## config.mk

```make
export PLATFORM = sky130hd
export DESIGN_NAME = axi_lite_native_slave
export DESIGN_NICKNAME = d
export VERILOG_FILES = /design/src/rtl/axi_lite_native_slave_pkg.sv /design/src/rtl/axi_lite_native_slave.sv
export SDC_FILE = /design/constraint.sdc
export NUM_CORES = 1
export LEC_CHECK = 0
export CAP_MARGIN = 40
export CORE_MARGIN = 4
export CORE_UTILIZATION = 44
export DETAILED_ROUTE_END_ITERATION = 12
export HOLD_SLACK_MARGIN = 0.12
export PLACE_DENSITY = 0.86
export SLEW_MARGIN = 20
export SYNTH_ARGS = -nofsm -noshare
export SYNTH_HDL_FRONTEND = slang
export SYNTH_SLANG_ARGS = --single-unit
export TNS_END_PERCENT = 30
```

## constraint.sdc

```tcl
create_clock -name i_sys_clk -period 4.1 [get_ports i_sys_clk]
set_input_delay 1.23 -clock i_sys_clk [delete_from_list [all_inputs] [get_ports i_sys_clk]]
set_output_delay 1.23 -clock i_sys_clk [all_outputs]
set_load 0.02 [all_outputs]
```

## src/rtl/axi_lite_native_slave_pkg.sv

```systemverilog
// Shared response codes and FSM state encodings for the AXI-Lite to
// native register bus bridge.
package axil_pkg;

  localparam logic [1:0] RESP_OKAY   = 2'b00;
  localparam logic [1:0] RESP_SLVERR = 2'b10;

  typedef enum logic [1:0] {
    W_IDLE,
    W_EXEC,
    W_RESP
  } w_state_t;

  typedef enum logic [1:0] {
    R_IDLE,
    R_ISSUE,
    R_WAIT,
    R_RESP
  } r_state_t;

endpackage

```

## src/rtl/axi_lite_native_slave.sv

```systemverilog
// AXI4-Lite responder: one outstanding write and one outstanding read,
// serialised onto a single native register port with write priority.
module axi_lite_native_slave
  import axil_pkg::*;
#(
  parameter int ADDR_WIDTH = 32,
  parameter int DATA_WIDTH = 32,
  parameter int REG_SPAN   = 4096,
  parameter int RD_TIMEOUT = 255
) (
  input  logic                    i_sys_clk,
  input  logic                    i_reset_n,
  input  logic [ADDR_WIDTH-1:0]   s_axi_awaddr,
  input  logic                    s_axi_awvalid,
  output logic                    s_axi_awready,
  input  logic [DATA_WIDTH-1:0]   s_axi_wdata,
  input  logic [DATA_WIDTH/8-1:0] s_axi_wstrb,
  input  logic                    s_axi_wvalid,
  output logic                    s_axi_wready,
  output logic [1:0]              s_axi_bresp,
  output logic                    s_axi_bvalid,
  input  logic                    s_axi_bready,
  input  logic [ADDR_WIDTH-1:0]   s_axi_araddr,
  input  logic                    s_axi_arvalid,
  output logic                    s_axi_arready,
  output logic [DATA_WIDTH-1:0]   s_axi_rdata,
  output logic [1:0]              s_axi_rresp,
  output logic                    s_axi_rvalid,
  input  logic                    s_axi_rready,
  output logic                    o_reg_wr_en,
  output logic                    o_reg_rd_en,
  output logic [ADDR_WIDTH-1:0]   o_reg_addr,
  output logic [DATA_WIDTH-1:0]   o_reg_wdata,
  output logic [DATA_WIDTH/8-1:0] o_reg_wstrb,
  input  logic [DATA_WIDTH-1:0]   i_reg_rdata,
  input  logic                    i_reg_rvalid
);

  localparam int STRB_W = DATA_WIDTH / 8;
  localparam logic [ADDR_WIDTH-1:0] ALIGN_MASK = ~(ADDR_WIDTH'(STRB_W - 1));
  localparam logic [ADDR_WIDTH-1:0] SPAN       = ADDR_WIDTH'(REG_SPAN);
  localparam logic [7:0]            TMO_LAST   = 8'(RD_TIMEOUT - 1);

  // Write channel state
  w_state_t              w_state_q, w_state_d;
  logic                  aw_have_q, aw_have_d;
  logic                  w_have_q, w_have_d;
  logic [ADDR_WIDTH-1:0] awaddr_q, awaddr_d;
  logic [DATA_WIDTH-1:0] wdata_q, wdata_d;
  logic [STRB_W-1:0]     wstrb_q, wstrb_d;
  logic [1:0]            bresp_q, bresp_d;

  // Read channel state
  r_state_t              r_state_q, r_state_d;
  logic [ADDR_WIDTH-1:0] araddr_q, araddr_d;
  logic [DATA_WIDTH-1:0] rdata_q, rdata_d;
  logic [1:0]            rresp_q, rresp_d;
  logic [7:0]            tmo_q, tmo_d;

  // Holds readies low while reset is asserted and for the first edge after it.
  logic                  live_q;

  logic w_in_range, w_access, r_in_range;
  logic grant_w, grant_r;
  logic aw_hs, w_hs, ar_hs;

  assign w_in_range = (awaddr_q < SPAN);
  assign w_access   = w_in_range && (|wstrb_q);
  assign r_in_range = (araddr_q < SPAN);

  // Priority arbiter: a pending write wins, but never while a read is in flight.
  assign grant_w = (w_state_q == W_EXEC) && w_access && (r_state_q != R_WAIT);
  assign grant_r = (r_state_q == R_ISSUE) && r_in_range && !grant_w;

  assign s_axi_awready = live_q && (w_state_q == W_IDLE) && !aw_have_q;
  assign s_axi_wready  = live_q && (w_state_q == W_IDLE) && !w_have_q;
  assign s_axi_arready = live_q && (r_state_q == R_IDLE);
  assign s_axi_bvalid  = (w_state_q == W_RESP);
  assign s_axi_bresp   = bresp_q;
  assign s_axi_rvalid  = (r_state_q == R_RESP);
  assign s_axi_rresp   = rresp_q;
  assign s_axi_rdata   = rdata_q;

  assign aw_hs = s_axi_awvalid && s_axi_awready;
  assign w_hs  = s_axi_wvalid && s_axi_wready;
  assign ar_hs = s_axi_arvalid && s_axi_arready;

  assign o_reg_wr_en = grant_w;
  assign o_reg_rd_en = grant_r;
  assign o_reg_addr  = grant_w ? (awaddr_q & ALIGN_MASK) :
                       grant_r ? (araddr_q & ALIGN_MASK) : '0;
  assign o_reg_wdata = grant_w ? wdata_q : '0;
  assign o_reg_wstrb = grant_w ? wstrb_q : '0;

  always_comb begin
    w_state_d = w_state_q;
    aw_have_d = aw_have_q;
    w_have_d  = w_have_q;
    awaddr_d  = awaddr_q;
    wdata_d   = wdata_q;
    wstrb_d   = wstrb_q;
    bresp_d   = bresp_q;
    unique case (w_state_q)
      W_IDLE: begin
        if (aw_hs) begin
          aw_have_d = 1'b1;
          awaddr_d  = s_axi_awaddr;
        end
        if (w_hs) begin
          w_have_d = 1'b1;
          wdata_d  = s_axi_wdata;
          wstrb_d  = s_axi_wstrb;
        end
        if (aw_have_d && w_have_d) begin
          w_state_d = W_EXEC;
        end
      end
      W_EXEC: begin
        // Decode errors and empty strobes skip the native port but keep the latency.
        if (!w_access) begin
          bresp_d   = w_in_range ? RESP_OKAY : RESP_SLVERR;
          w_state_d = W_RESP;
        end else if (grant_w) begin
          bresp_d   = RESP_OKAY;
          w_state_d = W_RESP;
        end
      end
      W_RESP: begin
        if (s_axi_bready) begin
          w_state_d = W_IDLE;
          aw_have_d = 1'b0;
          w_have_d  = 1'b0;
        end
      end
      default: w_state_d = W_IDLE;
    endcase
  end

  always_comb begin
    r_state_d = r_state_q;
    araddr_d  = araddr_q;
    rdata_d   = rdata_q;
    rresp_d   = rresp_q;
    tmo_d     = tmo_q;
    unique case (r_state_q)
      R_IDLE: begin
        if (ar_hs) begin
          araddr_d  = s_axi_araddr;
          r_state_d = R_ISSUE;
        end
      end
      R_ISSUE: begin
        if (!r_in_range) begin
          rdata_d   = '0;
          rresp_d   = RESP_SLVERR;
          r_state_d = R_RESP;
        end else if (grant_r) begin
          tmo_d     = '0;
          r_state_d = R_WAIT;
        end
      end
      R_WAIT: begin
        if (i_reg_rvalid) begin
          rdata_d   = i_reg_rdata;
          rresp_d   = RESP_OKAY;
          r_state_d = R_RESP;
        end else if (tmo_q == TMO_LAST) begin
          rdata_d   = '0;
          rresp_d   = RESP_SLVERR;
          r_state_d = R_RESP;
        end else begin
          tmo_d = tmo_q + 8'd1;
        end
      end
      R_RESP: begin
        if (s_axi_rready) begin
          r_state_d = R_IDLE;
        end
      end
      default: r_state_d = R_IDLE;
    endcase
  end

  always_ff @(posedge i_sys_clk or negedge i_reset_n) begin
    if (!i_reset_n) begin
      live_q    <= 1'b0;
      w_state_q <= W_IDLE;
      aw_have_q <= 1'b0;
      w_have_q  <= 1'b0;
      awaddr_q  <= '0;
      wdata_q   <= '0;
      wstrb_q   <= '0;
      bresp_q   <= RESP_OKAY;
      r_state_q <= R_IDLE;
      araddr_q  <= '0;
      rdata_q   <= '0;
      rresp_q   <= RESP_OKAY;
      tmo_q     <= '0;
    end else begin
      live_q    <= 1'b1;
      w_state_q <= w_state_d;
      aw_have_q <= aw_have_d;
      w_have_q  <= w_have_d;
      awaddr_q  <= awaddr_d;
      wdata_q   <= wdata_d;
      wstrb_q   <= wstrb_d;
      bresp_q   <= bresp_d;
      r_state_q <= r_state_d;
      araddr_q  <= araddr_d;
      rdata_q   <= rdata_d;
      rresp_q   <= rresp_d;
      tmo_q     <= tmo_d;
    end
  end

endmodule

```

==> results.toml <==
[drt]
ant_nets = 0
dr_total_vias = 4628
drc = 0
wl_per_cell_um = 16.98
wirelength_um = 15290
via_per_inst = 5.142
firstDrtPassIters = 4
drt-initial-drc-count = 179

[clock_network]
cts_sinks = 145
worst_skew_pair.late_latency_ns = 0.40
clockBufferDepth = 2
htreeDepth = 4
post_cts_buffers = 0
numCtsBuffers = 17
clk_pin_slew_ns = 0.06
cts_tree = "yes"
root_buffer = "clkbuf_16"

[yosys]
seq_area_frac_synth_pct = 57.41
netlist_top_cells_area = "dfrtp_1, mux2_2, a22o_1, and2_1, buf_4"
synth_area_um2 = 6320
yosys.area.top_type = "dfrtp_1"
ys_warn_count = 0
yosys.area.top_type_share_pct = 57.41
ys_ff_latch = 145
avgSynthCellArea_um2 = 13.17
synth_cell_types = 39
synth_cells = 480

[die]
dieArea_um2 = 16340
core_um2 = 13990
start_util_pct = 45.18
die-width_um = 127.8
num_io_pins = 251
die_h_um = 127.8
num_rows = 43

[worst_setup_path]
worstPathRequired_ns = 2.87
crit_type = "reg -> out"
r2r_cells = 7
r2r_end = "tmo_q[1]$_DFFE_PN0P_"
cp.buffers_inverters = 4
slowest_stage = "clkdlybuf4s50_1"
crit_family = "buffers and inverters"
cp_slowest_stage_delay_ns = 0.62
reg2reg_from = "r_state_q[0]$_DFFE_PN0P_"
worst_path_most_repeated_cell = "inv_1"
worstPathMaxFanout = 20
crit_arrival_ns = 3.01
critPathLaunchType = "flop"
reg2reg_slack_ns = 1.70
endpoint_kind = "output port"
crit_chain = "inv_1, ha_1, or3_1, or3_4, inv_1, buf_6, a22o_1, clkdlybuf4s50_1"

[placement]
routabilityCongestion = 0.8007
place_ws_ns = 0.06901
place_area_um2 = 8647
dp_hpwl_um = 11690
dp_cells = 868
port_buffers = 222

[timing]
fin_worst_skew_ns = 0.01059
fmax_mhz = 236.0
holdWs_ns = 0.4960
tightest_slew_ns = 0.7590
max_slew_margin_pct = 48.69
grt_setup_unrepaired = "true"
finalSetupViolCount = 6
setup_ws_ns = -0.1372
hold_violations = 0
fin_crit_ns = 4.237
period_share_pct = 103.3
finalMaxSlewViolations = 0

[layout]
seqCellArea_um2 = 3628
fin_area_um2 = 9210
fill_cells = 1048
layoutNonFillerInstCount = 900
area_delta_synth_final_pct = 45.73
num_antenna_cells = 0
multi_input_area_um2 = 2440
drive_gt1_share_pct = 21.11
final_nets = 853

[hold_path]
worstHoldStart = "wdata_q[10]$_DFFE_PN0P_"
hold_class = "reg -> reg"
holdPathStages = 1
holdPathEnd = "wdata_q[10]$_DFFE_PN0P_"

[pwr]
ir_worst_vdd_mv = 0.2968
p_per_area_nw_per_um2 = 633.0
power_leakage_nw = 4.130

[grt]
grt_usage_pct = 18.75
grt_pass1_wl_um = 24340
grt_overflow_total = 0
grt_pass1_vias = 4946
grt_start_max_net_pins = 79
antenna_found_initial = 0

[status]
status = "complete, but fails checks"
violations = "negative setup slack"

[run]
maxCapViolCount = 0
==> synthesized netlist by cell type (all sizes together) <==
cell and instances:
nor4b 2, and4 1, mux2 97, a41oi 1
dfrtp 145, a21boi 1, inv 6, o311ai 3
o21ai 12, or2 2, nand2b 8, nor4 10
and2 38, o211ai 3, conb 2, nor2 5
nand3 6, nor2b 3, a21oi 7, o31ai 2
o21bai 1, nand4 2, nand3b 4, ha 6
clkbuf 11, a22o 43, nor3 1, or3 2
or4 1, nand2 13, o22ai 1, and3 3
buf 38
==> where the power goes <==
group          switching [W]  internal (W)  total (W)
combinational       0.000833       0.00100    0.00184
clock               0.000551       0.00102    0.00157
sequential          0.000352       0.00207    0.00242
==> sequential cells by signal (all words and copies together), names as in the netlist <==
| signal | count |
|---|---|
| w_state_q | 2 |
| tmo_q | 8 |
| w_have_q | 1 |
| r_state_q | 2 |
| awaddr_q | 30 |
| s_axi_rresp | 1 |
| s_axi_rdata | 32 |
| wdata_q | 32 |
| wstrb_q | 4 |
| live_q | 1 |
| araddr_q | 30 |
| s_axi_bresp | 1 |
| aw_have_q | 1 |
==> cell type report <==
class	instances	share of cell area, %
clock buffers	22	5.257
multi-input cells	303	26.49
repair buffers	234	24.74
flip-flops and latches	145	39.40
clock inverters	10	1.426
well taps	180	2.445
inverters	6	0.2445
==> metal layers <==
layer / track usage [%] / routed length, µm
met2: 32.66 / 7967
met4: 8.489 / 447
met5: 0 / 0
met3: 5.250 / 1173
met1: 21.42 / 5696
==> logic make-up (layout without fill, tap and decap cells) <==
family	count (synthesis)	after routing	synth area share, %
AOI/OAI and AO/OA	74	74	9.127
adders and majority gates	6	6	1.188
buffers and inverters	55	272	5.385
DFF	145	145	57.41
muxes	97	97	17.28
other	2	25	0.1188
and+or+nand+nor	101	101	9.484
==> cells in the final DEF, fill, tap and decap left out, types with 4 or more instances in the layout <==
cell / Yosys / routed
nand2b_1: 8 / 8
inv_1: 6 / 6
dlygate4sd2_1: 0 / 26
nand2_1: 13 / 13
mux2_2: 97 / 97
clkdlybuf4s50_1: 0 / 180
conb_1: 2 / 25
nand3b_1: 4 / 4
clkbuf_8: 0 / 4
clkdlybuf4s15_1: 0 / 9
buf_4: 26 / 9
clkbuf_2: 2 / 6
dfrtp_1: 145 / 145
nand3_1: 6 / 6
ha_1: 6 / 6
a21oi_1: 7 / 7
clkinv_2: 0 / 5
nor4_1: 10 / 10
and2_1: 38 / 38
clkbuf_16: 0 / 17
a22o_1: 43 / 43
o21ai_0: 12 / 12
==> repair_timing <==
item                       in CTS  in global routing
hold buffers                    0                  0
setup endpoints to repair      48                 34
pin swaps                       0                  0
resized for setup              44                 21
==> how the worst max path moves through the flow <==
stage                              from               to  slack, ns  cells past startpoint
6_report       r_state_q[0]$_DFFE_PN0P_    o_reg_addr[3]      -0.14                      8
5_1_grt        araddr_q[17]$_DFFE_PN0P_    o_reg_addr[2]      -0.30                      7
4_1_cts        araddr_q[17]$_DFFE_PN0P_    o_reg_addr[3]      -0.17                      7
3_5_place_dp   araddr_q[17]$_DFFE_PN0P_   o_reg_addr[11]       0.07                      7
3_3_place_gp   araddr_q[28]$_DFFE_PN0P_   o_reg_addr[11]       0.14                      7
2_1_floorplan  r_state_q[0]$_DFFE_PN0P_  o_reg_wdata[25]       0.65                      9
==> through the flow <==
stage	power [W]	util (%)	TNS, ns
floorplan	0.003604	-	0
global placement	0.004142	61.62	0
detailed placement	0.004294	61.82	0
CTS	0.005890	65.92	-0.9539
global route	0.006170	65.84	-2.097
finish	0.005830	65.84	-0.7277
Note: power is estimated with default switching activity, not from simulation.
